$ cat src/rtl/boot_ctrl_pkg.sv
// boot_ctrl_pkg: state encoding and default sizes shared by ram_boot_ctrl
package boot_ctrl_pkg;
  typedef enum logic [1:0] {IDLE, LOAD, DRAIN, RUN} state_t;
  localparam int DEF_PROG_LEN = 16;
  localparam int DEF_ADDR_W = 8;
  localparam int DEF_DATA_W = 8;
endpackage

$ cat src/rtl/ram_boot_ctrl.sv
// ram_boot_ctrl: streams a program into instruction RAM at boot, then releases the CPU
// Ports: clk, reset (async active-low); start begins a (re)load; ld_valid/ld_ready/ld_data loader
// stream; cpu_addr -> ram_raddr fetch path; ram_we/ram_waddr/ram_wdata RAM write port;
// cpu_hold CPU reset; busy in LOAD/DRAIN; checksum = wrapping sum of the loaded bytes.
module ram_boot_ctrl
  import boot_ctrl_pkg::*;
#(
  parameter int PROG_LEN = DEF_PROG_LEN,
  parameter int ADDR_W = DEF_ADDR_W,
  parameter int DATA_W = DEF_DATA_W
) (
  input  logic              clk,
  input  logic              reset,
  input  logic              start,
  input  logic              ld_valid,
  input  logic [DATA_W-1:0] ld_data,
  output logic              ld_ready,
  input  logic [3:0]        cpu_addr,
  output logic              cpu_hold,
  output logic [ADDR_W-1:0] ram_raddr,
  output logic              ram_we,
  output logic [ADDR_W-1:0] ram_waddr,
  output logic [DATA_W-1:0] ram_wdata,
  output logic              busy,
  output logic [DATA_W-1:0] checksum
);
  // count is one bit wider than the address so PROG_LEN=2**ADDR_W never wraps to address 0
  localparam logic [ADDR_W:0] LAST = (ADDR_W+1)'(PROG_LEN - 1);
  state_t state;
  logic [ADDR_W:0] count;
  logic xfer;
  assign xfer = ld_valid && ld_ready;
  // fetch address passes straight through in RUN so CPU fetch latency is unchanged
  always_comb ram_raddr = state == RUN ? ADDR_W'(cpu_addr) : '0;
  always_ff @(posedge clk or negedge reset) begin
    if (!reset) begin
      state <= IDLE;
      count <= '0;
      cpu_hold <= 1'b1;
      ld_ready <= 1'b0;
      busy <= 1'b0;
      ram_we <= 1'b0;
      ram_waddr <= '0;
      ram_wdata <= '0;
      checksum <= '0;
    end else begin
      ram_we <= xfer;
      if (xfer) begin
        ram_waddr <= count[ADDR_W-1:0];
        ram_wdata <= ld_data;
        count <= count + (ADDR_W+1)'(1);
        checksum <= checksum + ld_data;
      end
      case (state)
        IDLE, RUN: if (start) begin
          state <= LOAD;
          count <= '0;
          checksum <= '0;
          ld_ready <= 1'b1;
          busy <= 1'b1;
          cpu_hold <= 1'b1;
        end
        LOAD: if (xfer && count == LAST) begin
          state <= DRAIN;
          ld_ready <= 1'b0;
        end
        DRAIN: begin
          state <= RUN;
          busy <= 1'b0;
          cpu_hold <= 1'b0;
        end
      endcase
    end
  end
endmodule

$ cat config.mk
export PLATFORM = sky130hd
export DESIGN_NAME = ram_boot_ctrl
export DESIGN_NICKNAME = d
export VERILOG_FILES = /design/src/rtl/boot_ctrl_pkg.sv /design/src/rtl/ram_boot_ctrl.sv
export SDC_FILE = /design/constraint.sdc
export NUM_CORES = 1
export LEC_CHECK = 0
export BUFFER_PORTS_ARGS = -buffer_cell sky130_fd_sc_hd__buf_2
export CAP_MARGIN = 20
export CORE_ASPECT_RATIO = 0.8
export CORE_MARGIN = 8
export CORE_UTILIZATION = 47
export DETAILED_ROUTE_END_ITERATION = 8
export PLACE_DENSITY = 0.8
export SLEW_MARGIN = 20
export SYNTH_ARGS = -nofsm -noshare
export SYNTH_HDL_FRONTEND = slang
export SYNTH_SLANG_ARGS = --single-unit
$ cat constraint.sdc
create_clock -name clk -period 1.7 [get_ports clk]
set_clock_uncertainty 0.1 [all_clocks]
set_input_delay 0 -clock clk [delete_from_list [all_inputs] [get_ports clk]]
set_output_delay 0 -clock clk [all_outputs]
set_load 0.02 [all_outputs]
==> impl_results.md <==
- Status: finished with violations
- Failing checks: negative hold slack, negative setup slack
- Avg WL per Cell: roughly 14 µm
- Total GRT Usage: 14.8%
- First-pass GRT wire length: 7530 µm
- Starting Density: between 40% and 50%
- Pwr dens: 1660 nW/µm²
- Dominant synthesized flop cell: dfrtp_1
- GPL Wtd Cong: around 0.76
- Largest net degree at the start of global routing: 40
- Reg-to-reg endpoint: checksum[4]$_DFF_PN0_
- Placed Cells: about 330
- Layout Area Growth over Synthesis: 40.3%
- Mean post-synth cell area: around 9.1 µm²
- WHS: -0.135 ns
- Die area: ~6600 µm²
- Die Span Y: between 70 and 80 µm
- # diodes: 0
- Number of synthesized flops with an enable pin: 0
- Count of cell types in the netlist: 40
- Die W: just under 90 µm
- Yosys top cell by area: dfrtp_1
- IO Port Bufs: 47
- Post-DP HPWL: 3510 µm
- Cells after synthesis: ~220
- Fin crit period: roughly 1.8 ns
- Synth warnings: 0
- Max Cap Viol: 0
- Clock latency on the worst-skew pair: about 0.29 ns
- Hold Crit Depth: 3
- HP Start: ld_data[0]
- Final #Nets: between 300 and 400
- Arrival time at the worst endpoint: between 1.5 and 2 ns
- TritonCTS clock tree: done
- Commonest non-fill, non-tap cells in the layout: nand2_1 (67), buf_2 (47), dfrtp_1 (35), buf_4 (23), nor2_1 (13)
- Most common cell after layout, fill and taps aside: nand2_1
- Flop2flop setup slack: -0.15 ns
- Worst Hold Endpoint: ram_wdata[0]$_DFFE_PN0P_
- PnR worst setup slack: -0.148 ns
- CTS Buf Count: 5
- Total power: roughly 0.0047 W
- Flops & latches, synth: 39
- H-tree depth: 2
- Cell Rows: 21
- Clk sink count: 39
- CP Launch Type: register
- Max Clock Freq: around 0.54 GHz
- Largest vdd supply drop: 0.920 mV
- Routed WL: ~5000 µm
- CP Class: register to register
- Routed Antenna Nets: 0
- Cts hold-fix bufs: 8
- Initial antenna violation count: 0
- FFs w/ async S/R, synth: between 90% and 100%
- Share of layout cells above drive strength 1: between 30 and 40%
- RSZ-0062 raised after global routing: true
- Vias per inst: 4.99
- Worst-path fanout max: 2
- Static leakage: about 1.4 nW
- Worst-case reg-to-reg path depth: 7
- Final hold violations: 1
- Register area share after synthesis: around half
- Hold WC Path Type: input port to register
- IO Count: 52
- Clock-pin slew on the worst setup and hold paths: approximately 0.080 ns
- Syn Std Cell Area: 2000 µm²
- CP Capture Type: register
- Yosys top cell area share: a little under half
- Iter 0 DRT Violations: 95
- Vias in the first global route: 1638
- Number of setup violations in the final report: 4
- Routed vias: roughly 1800
- Clk buf depth: 2
- GR Overflow Total: 0
- DRC Markers: 0
- Reg-to-reg startpoint: checksum[0]$_DFF_PN0_
- CTS Root Cell: clkbuf_8
- First-pass DRT Iterations: 4
- Area of the core: between 4000 and 5000 µm²
- Finished Layout Cells: roughly 350
- Part of the cycle the worst path needs: 109%
- Max-slew violations: 0
- Largest cells by area after synthesis: dfrtp_1 (48%), nand2_1 (13%), ha_1 (6.9%)
- Worst EP required: roughly 1.8 ns
## state kept, by name (all words and copies together), names as in the netlist
signal     count
state          2
cpu_hold       1
busy           1
ram_we         1
ram_wdata      8
count          9
checksum       8
ram_waddr      8
ld_ready       1
## cells in the mapped netlist (2+ instances only)
master	n
o21ai_0	5
ha_1	11
nand3_1	6
clkbuf_1	3
o21ai_1	3
xnor2_1	6
and2_1	5
mux2i_1	3
nor2_1	13
a21oi_1	10
buf_4	4
buf_2	4
nor4b_1	2
nor3_1	3
nand2_1	68
xor2_1	5
inv_1	6
dfrtp_1	38
a21o_1	3
## per-stage QoR
stage | utilization (%) | setup TNS (ns) | setup WS (ns) | instance area (µm²)
final | 68.0 | -0.350 | -0.148 | 2810
after global routing | 68.0 | -0.679 | -0.235 | 2810
after CTS | 66.1 | -0.271 | -0.106 | 2730
after detailed placement | 59.8 | -0.218 | -0.0793 | 2470
after global placement | 59.8 | -0.0767 | -0.0389 | 2470
after floorplan | - | -0.176 | -0.0714 | 2080
## power by group
group	internal [W]	switching (W)
logic	0.00102	0.00132
registers	0.00121	0.000211
clock network	0.000587	0.000317
total	0.00281	0.00184
## cell families after synthesis
family	synth area share [%]
adders and majority gates	7.88
DFF	48.8
AOI/OAI and AO/OA	10.1
xor gates and xnor gates	4.82
other	0.187
buffers and inverters	4.56
muxes	1.50
and+or+nand+nor	22.1
## how the worst max path moves through the flow
stage                                     start  depth (start not counted)                    end
after floorplan           checksum[0]$_DFF_PN0_                          7  checksum[6]$_DFF_PN0_
after global placement    checksum[0]$_DFF_PN0_                          7  checksum[6]$_DFF_PN0_
after detailed placement  checksum[0]$_DFF_PN0_                          7  checksum[4]$_DFF_PN0_
after CTS                 checksum[0]$_DFF_PN0_                          7  checksum[6]$_DFF_PN0_
after global routing      checksum[0]$_DFF_PN0_                          7  checksum[4]$_DFF_PN0_
final                     checksum[0]$_DFF_PN0_                          7  checksum[4]$_DFF_PN0_
## cell type report
class / count / area [µm²]
fillers: 321 / 1320
multi-input cells: 164 / 1100
flip-flops and latches: 39 / 981
repair buffers: 79 / 499
clock buffers: 6 / 72.6
well taps: 57 / 71.3
clock inverters: 2 / 60.1
inverters: 7 / 26.3
## layer usage
| layer | global-route usage, % | vias to the layer above | wire length, µm |
|---|---|---|---|
| li1 | - | 863 | - |
| met1 | 19.2 | 842 | 2270 |
| met2 | 23.8 | 53 | 2490 |
| met3 | 3.09 | 9 | 287 |
| met4 | 4.96 | 0 | 76 |
| met5 | 0 | - | 0 |
## timing repair
item	4_1_cts	5_1_grt
setup buffers	3	2
resized for setup	4	12
setup endpoints to repair	4	7
pin swaps	5	6
hold endpoints to repair	47	1
## critical path: stages, from the launching register on
cell     delay, ns
dfrtp_2       0.43
ha_4          0.17
fa_2          0.34
a21o_1        0.18
a21oi_2       0.19
xnor2_1       0.14
nand2_1       0.10
a21oi_2       0.14
Note: power is estimated with default switching activity, not from simulation.
